$ cat src/rtl/complex_nr_mult_param.sv
// Complex multiplier (a_re + j*a_im) * (b_re + j*b_im) built around one shared
// multiplier, four sequential product cycles, one add/sub cycle, valid/ready on both sides.
module complex_nr_mult_param #(
  parameter int DATA_W = 8,
  parameter int SIGNED = 0
) (
  input  logic                clk_i,
  input  logic                rstn_i,
  input  logic                sw_rst_i,
  input  logic                op_val_i,
  output logic                op_rdy_o,
  input  logic [DATA_W-1:0]   op_1_re_i,
  input  logic [DATA_W-1:0]   op_1_im_i,
  input  logic [DATA_W-1:0]   op_2_re_i,
  input  logic [DATA_W-1:0]   op_2_im_i,
  output logic                res_val_o,
  input  logic                res_rdy_i,
  output logic [2*DATA_W:0]   res_re_o,
  output logic [2*DATA_W:0]   res_im_o
);

  localparam int RES_W  = 2*DATA_W + 1;
  localparam int EXT_W  = DATA_W + 1;
  localparam int PROD_W = 2*DATA_W + 2;

  typedef enum logic [2:0] {
    IDLE   = 3'd0,
    MUL_RR = 3'd1,
    MUL_II = 3'd2,
    MUL_RI = 3'd3,
    MUL_IR = 3'd4,
    ADD    = 3'd5,
    DONE   = 3'd6
  } state_t;

  state_t              state_q, state_d;
  logic                op_rdy_q, op_rdy_d;
  logic                res_val_q, res_val_d;
  logic [DATA_W-1:0]   op1_re_q, op1_re_d, op1_im_q, op1_im_d;
  logic [DATA_W-1:0]   op2_re_q, op2_re_d, op2_im_q, op2_im_d;
  logic [PROD_W-1:0]   pp_rr_q, pp_rr_d, pp_ii_q, pp_ii_d;
  logic [PROD_W-1:0]   pp_ri_q, pp_ri_d, pp_ir_q, pp_ir_d;
  logic [RES_W-1:0]    res_re_q, res_re_d, res_im_q, res_im_d;

  logic [EXT_W-1:0]    mul_a, mul_b;
  logic [PROD_W-1:0]   mul_a_w, mul_b_w, mul_p;

  // The extra top bit lets the same signed product serve both operand modes.
  function automatic logic [EXT_W-1:0] ext(input logic [DATA_W-1:0] v);
    ext = (SIGNED != 0) ? {v[DATA_W-1], v} : {1'b0, v};
  endfunction

  always_comb begin
    mul_a = ext(op1_re_q);
    mul_b = ext(op2_re_q);
    case (state_q)
      MUL_II:  begin mul_a = ext(op1_im_q); mul_b = ext(op2_im_q); end
      MUL_RI:  begin mul_a = ext(op1_re_q); mul_b = ext(op2_im_q); end
      MUL_IR:  begin mul_a = ext(op1_im_q); mul_b = ext(op2_re_q); end
      default: begin mul_a = ext(op1_re_q); mul_b = ext(op2_re_q); end
    endcase
  end

  // Sign-extending to the product width keeps the low PROD_W bits exact.
  assign mul_a_w = {{(PROD_W-EXT_W){mul_a[EXT_W-1]}}, mul_a};
  assign mul_b_w = {{(PROD_W-EXT_W){mul_b[EXT_W-1]}}, mul_b};
  assign mul_p   = mul_a_w * mul_b_w;

  always_comb begin
    state_d  = state_q;
    op1_re_d = op1_re_q;
    op1_im_d = op1_im_q;
    op2_re_d = op2_re_q;
    op2_im_d = op2_im_q;
    pp_rr_d  = pp_rr_q;
    pp_ii_d  = pp_ii_q;
    pp_ri_d  = pp_ri_q;
    pp_ir_d  = pp_ir_q;
    res_re_d = res_re_q;
    res_im_d = res_im_q;

    case (state_q)
      IDLE: begin
        if (op_val_i && op_rdy_q) begin
          op1_re_d = op_1_re_i;
          op1_im_d = op_1_im_i;
          op2_re_d = op_2_re_i;
          op2_im_d = op_2_im_i;
          state_d  = MUL_RR;
        end
      end
      MUL_RR: begin pp_rr_d = mul_p; state_d = MUL_II; end
      MUL_II: begin pp_ii_d = mul_p; state_d = MUL_RI; end
      MUL_RI: begin pp_ri_d = mul_p; state_d = MUL_IR; end
      MUL_IR: begin pp_ir_d = mul_p; state_d = ADD;    end
      ADD: begin
        res_re_d = RES_W'(pp_rr_q - pp_ii_q);
        res_im_d = RES_W'(pp_ri_q + pp_ir_q);
        state_d  = DONE;
      end
      DONE: begin
        if (res_rdy_i) state_d = IDLE;
      end
      default: state_d = IDLE;
    endcase

    // Soft reset wins over everything, including a handshake this cycle.
    if (sw_rst_i) begin
      state_d  = IDLE;
      op1_re_d = '0;
      op1_im_d = '0;
      op2_re_d = '0;
      op2_im_d = '0;
      pp_rr_d  = '0;
      pp_ii_d  = '0;
      pp_ri_d  = '0;
      pp_ir_d  = '0;
      res_re_d = '0;
      res_im_d = '0;
    end

    op_rdy_d  = (state_d == IDLE);
    res_val_d = (state_d == DONE);
  end

  always_ff @(posedge clk_i or negedge rstn_i) begin
    if (!rstn_i) begin
      state_q   <= IDLE;
      op_rdy_q  <= 1'b1;
      res_val_q <= 1'b0;
      op1_re_q  <= '0;
      op1_im_q  <= '0;
      op2_re_q  <= '0;
      op2_im_q  <= '0;
      pp_rr_q   <= '0;
      pp_ii_q   <= '0;
      pp_ri_q   <= '0;
      pp_ir_q   <= '0;
      res_re_q  <= '0;
      res_im_q  <= '0;
    end else begin
      state_q   <= state_d;
      op_rdy_q  <= op_rdy_d;
      res_val_q <= res_val_d;
      op1_re_q  <= op1_re_d;
      op1_im_q  <= op1_im_d;
      op2_re_q  <= op2_re_d;
      op2_im_q  <= op2_im_d;
      pp_rr_q   <= pp_rr_d;
      pp_ii_q   <= pp_ii_d;
      pp_ri_q   <= pp_ri_d;
      pp_ir_q   <= pp_ir_d;
      res_re_q  <= res_re_d;
      res_im_q  <= res_im_d;
    end
  end

  assign op_rdy_o  = op_rdy_q;
  assign res_val_o = res_val_q;
  assign res_re_o  = res_re_q;
  assign res_im_o  = res_im_q;

endmodule

$ cat config.mk
export PLATFORM = sky130hd
export DESIGN_NAME = complex_nr_mult_param
export DESIGN_NICKNAME = d
export VERILOG_FILES = /design/src/rtl/complex_nr_mult_param.sv
export SDC_FILE = /design/constraint.sdc
export NUM_CORES = 1
export LEC_CHECK = 0
export ABC_AREA = 1
export BUFFER_PORTS_ARGS = -buffer_cell sky130_fd_sc_hd__buf_2
export CORE_MARGIN = 10
export CORE_UTILIZATION = 55
export DETAILED_ROUTE_END_ITERATION = 16
export PLACE_DENSITY = 0.76
export SLEW_MARGIN = 10
export SYNTH_ARGS = -nofsm -noshare
export SYNTH_HDL_FRONTEND = slang
export SYNTH_SLANG_ARGS = --single-unit
$ cat constraint.sdc
create_clock -name clk_i -period 4.5 [get_ports clk_i]
set_input_delay 0.225 -clock clk_i [delete_from_list [all_inputs] [get_ports clk_i]]
set_output_delay 0.225 -clock clk_i [all_outputs]
set_load 0.01 [all_outputs]
==> reports/qor.yml, run 1 <==
status:
  violations: "setup timing"
  status: "finished, violations left"
synth:
  netlist_area_mm2: 0.00939
  synth_nets: 1396
  synth_cell_types: 39
  synth_commonest_cells: "nand2_1 (420), inv_1 (172), dfrtp_1 (134)"
  yosysWarnings: 0
  synth_area_per_cell_um2: 7.49
  syn_inst: 1253
  synth-edff-count: 0
  ys_top_cells_by_area: "dfrtp_1 (36%), nand2_1 (17%), ha_1 (9.1%)"
  synth_seq_area_share: 0.360
  post-synth-top-count-cell: "nand2_1"
  synth_top_area_share: 0.357
  async_flop_share: 1.00
  synthFlopType: "dfrtp_1"
  synth-seq-cells: 135
  synth_area_leader_cell: "dfrtp_1"
power_and_ir_drop:
  clock_power_share: 0.197
  p_comb_frac: 0.580
  ir_drop_v: 0.000342
  switchingPower_mw: 3.21
  switching_share: 0.450
  power.total_mw: 7.13
  share_seq_of_total_power: 0.223
  power.density_mw_per_mm2: 623
  static-leakage-power_nw: 6.36
  power.internal_mw: 3.92
floorplanning:
  core_mm2: 0.0166
  fp-row-count: 47
  start_util: 0.564
  die-height_um: 151
  die_x_um: 151
  die_area_mm2: 0.0227
  num_io_pins: 73
timing:
  period_share: 1.01
  slew_viol_final: 0
  post-route-worst-setup-slack_ns: -0.0471
  relSlewSlack: 0.431
  final-setup-viol-count: 3
  rsz0062_at_grt: "true"
  hold_violations: 0
  fmax_mhz: 220
  worst-slew-pin-transition_ns: 0.853
  fin_crit_ns: 4.55
  fin_worst_skew_ns: 0.00877
clocking:
  path_clk_slew_ns: 0.06
  clock_path_buffers: 2
  h-tree-depth: 4
  numCtsBuffers: 17
  cts_root_buf: "clkbuf_16"
  tritoncts: "done"
  worstSkewPairLatency_ns: 0.42
  cts.sinks: 135
hold_path:
  holdPathStages: 3
  hp-start: "op_1_re_i[5]"
  hold_end: "op1_re_q[5]$_DFFE_PN0P_"
  hp-class: "in -> reg"
global_routing:
  grt_pass1_wl_um: 38400
  first_global_vias: 8096
  grt_antenna_before_repair: 0
  grt_overflow: 0
  grt_max_degree: 92
  gr-usage-all-layers: 0.208
detailed_routing:
  avgViaCountPerCell: 5.22
  drt_iter0_drc: 601
  drc: 0
  final_antenna_net_count: 0
  vias: 8414
  drt_wl_total_um: 23500
  wl_per_cell_um: 14.6
  dr.pass1.iters: 5
critical_path:
  arrival_ns: 4.85
  worst_r2r_path_depth: 24
  reg2reg_from: "state_q[2]$_DFF_PN0_"
  rrSetupSlack_ns: -0.05
  setup.worst_path.class: "reg -> reg"
  critPathMaxFanout: 7
  end_kind: "register"
  worstSetupStartpointType: "register"
  r2r-end: "pp_rr_q[12]$_DFFE_PN0P_"
  critPathRequiredTime_ns: 4.81
placement:
  gp_routability_congestion: 0.942
  portBuffers: 72
  place_ws_ns: -0.264
  hpwl_um: 17000
layout:
  finalNetCount: 1521
  syn2layout_area_growth_pct: 21.7
  n_fill_cell: 1337
  antenna_cells: 0
  final_core_util: 0.687
  drive_gt1_frac: 0.214
job:
  drv_cap: 0
-- how the worst max path moves through the flow --
stage	startpoint	to	slack [ns]	cells after the start
after global routing	state_q[2]$_DFF_PN0_	pp_ii_q[11]$_DFFE_PN0P_	-0.20	24
after global placement	state_q[1]$_DFF_PN0_	pp_ir_q[7]$_DFFE_PN0P_	-0.12	20
final	state_q[2]$_DFF_PN0_	pp_rr_q[12]$_DFFE_PN0P_	-0.05	24
after CTS	state_q[1]$_DFF_PN0_	pp_ir_q[14]$_DFFE_PN0P_	-0.001	24
after floorplan	state_q[1]$_DFF_PN0_	pp_rr_q[7]$_DFFE_PN0P_	0.01	20
after detailed placement	state_q[1]$_DFF_PN0_	pp_ir_q[14]$_DFFE_PN0P_	-0.26	23
-- timing repair --
item | in CTS | in global routing
buffers inserted | 4 | 10
pin swaps | 29 | 48
hold buffers | 1 | 0
gates resized for setup | 48 | 99
endpoints found under the setup margin | 40 | 40
endpoints found under the hold margin | 89 | 0
gates cloned | 1 | 0
-- power by group through the flow --
stage	Combinational, mW	Sequential, mW	Clock, mW
after floorplan	2.38	1.57	0
after global placement	3.31	1.59	0
after detailed placement	3.38	1.60	0
after CTS	3.73	1.58	1.42
after global routing	4.63	1.61	1.48
final	4.13	1.59	1.41
-- registers in the layout (all words and copies together) (netlist names) --
register and flops:
res_re_o 17, op1_im_q 8, pp_ii_q 16, op_rdy_o 1, pp_rr_q 16, op1_re_q 8, op2_im_q 8, res_val_o 1
state_q 3, op2_re_q 8, res_im_o 17, pp_ri_q 16, pp_ir_q 16
-- cells in the final DEF, fill, tap and decap left out, types with 3 or more instances in the layout --
cell / count
nor3_1: 6
nor2_4: 8
o21ai_0: 37
a21oi_1: 39
inv_4: 5
o21a_4: 3
buf_6: 9
inv_1: 158
nand4_1: 22
nand2_8: 5
inv_2: 20
dfrtp_1: 132
buf_2: 71
nand3b_1: 12
clkinvlp_4: 5
nand2_4: 6
fa_2: 4
nor2_1: 72
inv_6: 5
ha_4: 5
nand3_1: 84
nor2_2: 13
o21ai_2: 10
ha_1: 62
nand2_2: 25
a22o_1: 3
nand2_1: 390
clkbuf_16: 17
o21ai_1: 31
nand3_2: 10
buf_4: 58
fa_1: 34
-- per-stage QoR --
stage | hold WS (ns) | instances | cell area, um2 | TNS (ns)
after global routing | 0.0279 | 1611 | 11400 | -5.61
after floorplan | -0.0706 | 1253 | 9390 | 0
after CTS | 0.0206 | 1601 | 11000 | -0.00109
final | 0.0282 | 1611 | 11400 | -0.0759
after global placement | 0.340 | 1563 | 10200 | -2.83
after detailed placement | 0.350 | 1563 | 10200 | -7.27
-- per-layer routing --
layer	track usage	up-vias	wire length (um)
li1	-	4228	-
met4	0.0789	0	801
met1	0.255	3885	10100
met2	0.356	252	11400
met5	0	-	0
met3	0.0378	49	1300
-- final cells by class --
class	instances	area, um2	area share
Multi-Input combinational cell	900	5560	0.486
Clock buffer	19	453	0.0396
Tap cell	220	275	0.0241
Inverter	185	716	0.0626
Clock inverter	13	144	0.0126
Sequential cell	135	3380	0.296
Timing Repair Buffer	139	902	0.0789
-- logic make-up (layout without fill, tap and decap cells) --
logic type / Yosys count / after routing / synth area share
compound gates: 133 / 133 / 0.0776
xor+xnor: 2 / 2 / 0.00187
fa+ha+maj: 106 / 106 / 0.172
buf+inv: 219 / 356 / 0.0939
flops: 135 / 135 / 0.360
simple gates: 658 / 659 / 0.295
-- worst max-delay path: stages, from the launching register on --
cell and delay [ns]:
dfrtp_1 0.36, inv_2 0.08, buf_6 0.14, nand2_8 0.10, nand2_8 0.08, buf_6 0.12
nand2_4 0.06, o21ai_4 0.06, or2_4 0.24, fa_1 0.46, fa_1 0.51, inv_1 0.06
fa_1 0.49, inv_2 0.04, fa_1 0.48, inv_2 0.04, ha_4 0.25, nand2_2 0.08
nand2_2 0.07, inv_2 0.07, nand2_2 0.06, nand2_2 0.07, nand4_1 0.23, nand4_1 0.19
nand2_1 0.08
Note: power is estimated with default switching activity, not from simulation.
==> inputs of run 2 (changes only) <==
--- a/config.mk
+++ b/config.mk
@@ -7,7 +7,6 @@
 export LEC_CHECK = 0
 export ABC_AREA = 1
 export BUFFER_PORTS_ARGS = -buffer_cell sky130_fd_sc_hd__buf_2
-export CORE_MARGIN = 10
 export CORE_UTILIZATION = 55
 export DETAILED_ROUTE_END_ITERATION = 16
 export PLACE_DENSITY = 0.76
==> run 2 against run 1 <==
The run still ends with setup timing left. Setup slack got worse by 0.023 ns. Sequential power barely moved. Routed wire length fell by 1.4%. Cell area fell by 1.0%. Largest power group unchanged. Final cell count fell by 0.31%. Combinational power fell by 2%. Critical path depth fell by 1. Die area fell by 22%. Global-route usage rose by 6.6 points. Sequential share of layout area rose by 0.30 points.
==> reports/qor.yml, run 2 (synthesis results as in run 1) <==
detailed_routing:
  vias: 8473
  wl_per_cell_um: 14.4
  drt_wl_total_um: 23200
  final_antenna_net_count: 0
  avgViaCountPerCell: 5.28
  dr.pass1.iters: 6
  drt_iter0_drc: 580
  drc: 0
job:
  drv_cap: 0
floorplanning:
  core_mm2: 0.0166
  num_io_pins: 73
  die_x_um: 133
  fp-row-count: 47
  die-height_um: 133
  die_area_mm2: 0.0176
  start_util: 0.564
layout:
  final_cell_mix: "nand2_1 (395), inv_1 (159), dfrtp_1 (132)"
  layout_commonest_cell: "nand2_1"
  drive_gt1_frac: 0.206
  stdcell_count: 1606
  postLayoutCellArea_mm2: 0.0113
  syn2layout_area_growth_pct: 20.5
  final_core_util: 0.680
  finalNetCount: 1516
  antenna_cells: 0
  n_fill_cell: 1368
power_and_ir_drop:
  ir_drop_v: 0.000328
  power.density_mw_per_mm2: 623
  power.total_mw: 7.05
  static-leakage-power_nw: 6.31
timing:
  worst-slew-pin-transition_ns: 1.13
  hold_violations: 0
  slew_viol_final: 0
  tns_ns: -0.954
  fin_crit_ns: 4.57
  period_share: 1.02
  final-setup-viol-count: 28
  rsz0062_at_grt: "true"
  fmax_mhz: 219
  post-route-worst-setup-slack_ns: -0.0705
  fin_worst_skew_ns: 0.0131
  relSlewSlack: 0.246
  hold_ws_ns: 0.0222
global_routing:
  grt_antenna_before_repair: 0
  grt_pass1_wl_um: 38200
  first_global_vias: 8056
  gr-usage-all-layers: 0.274
  grt_overflow: 0
  grt_max_degree: 90
clocking:
  clock_path_buffers: 2
  tritoncts: "done"
  cts.sinks: 135
  worstSkewPairLatency_ns: 0.43
  numCtsBuffers: 17
  cts_root_buf: "clkbuf_16"
  h-tree-depth: 4
  path_clk_slew_ns: 0.06
critical_path:
  reg2reg_from: "state_q[1]$_DFF_PN0_"
  arrival_ns: 4.91
  end_kind: "register"
  cp-startpoint: "state_q[1]$_DFF_PN0_"
  critPathMaxFanout: 7
  worst_r2r_path_depth: 23
  worstSetupStartpointType: "register"
  critPathRequiredTime_ns: 4.84
  setup.worst_path.class: "reg -> reg"
placement:
  placed_cell_area_mm2: 0.0102
  gp_routability_congestion: 0.937
  hpwl_um: 16700
  place_ws_ns: -0.282
  portBuffers: 72
  placedCellCount: 1561
hold_path:
  hp-start: "op_1_re_i[5]"
  hp-class: "in -> reg"
  holdPathStages: 3
status:
  status: "finished, violations left"
  violations: "setup timing"
-- run 2: cell count changes in the layout (fill, tap and decap cells not counted), sizes merged --
cell,change
inv,+2
clkinvlp,-3
clkbuf,-1
nand2,+1
clkinv,+2
buf,-6
-- run 2: area by class of cell --
type,count,area (um2),area share
Clock buffer,18,429,0.0379
Clock inverter,14,161,0.0143
Inverter,185,702,0.0620
Multi-Input combinational cell,901,5540,0.489
Sequential cell,135,3380,0.299
Tap cell,220,275,0.0243
Timing Repair Buffer,133,831,0.0734
-- run 2: per-layer routing --
metal	wire, um	vias to the layer above	GRT usage
li1	-	4207	-
met2	11200	282	0.453
met4	840	0	0.121
met5	0	-	0
met3	1120	59	0.0467
met1	10000	3925	0.355
-- run 2: worst paths after layout --
kind / endpoint / slack, ns
worst max-delay path: pp_rr_q[10]$_DFFE_PN0P_ / -0.07
worst min-delay path: op1_re_q[5]$_DFFE_PN0P_ / 0.02
worst max register to register: pp_rr_q[10]$_DFFE_PN0P_ / -0.07
worst min register to register: res_im_o[6]$_DFFE_PN0P_ / 0.47
max in group asynchronous: pp_rr_q[6]$_DFFE_PN0P_ / 2.92
min in group asynchronous: res_im_o[1]$_DFFE_PN0P_ / 0.41
-- run 2: power breakdown --
group	total, mW	internal [mW]	switching [mW]	leakage [nW]
Clock	1.40	0.829	0.571	0.284
Combinational	4.05	1.59	2.46	4.20
Sequential	1.59	1.45	0.141	1.82
Total	7.05	3.87	3.17	6.31
-- run 2: critical path, cell delays in order, from the launching register on --
cell	delay, ns
dfrtp_2	0.47
inv_2	0.11
nor2_4	0.05
nand2_4	0.13
nand2_8	0.09
nand2_4	0.08
o21ai_4	0.06
or2_4	0.24
fa_1	0.52
fa_1	0.55
inv_2	0.04
fa_1	0.48
inv_2	0.04
fa_1	0.52
inv_2	0.05
ha_4	0.26
nand2_2	0.08
nand2_2	0.06
nand2_2	0.07
buf_4	0.11
nand3_1	0.07
nand2_1	0.07
nand3_2	0.14
o21ai_1	0.18
-- run 2: timing repair --
item / CTS / global route
hold buffers: 1 / 0
endpoints found under the setup margin: 40 / 40
pin swaps: 34 / 60
hold endpoints to repair: 87 / 0
buffers inserted: 1 / 9
gates resized for setup: 58 / 66
cloned: 1 / 1
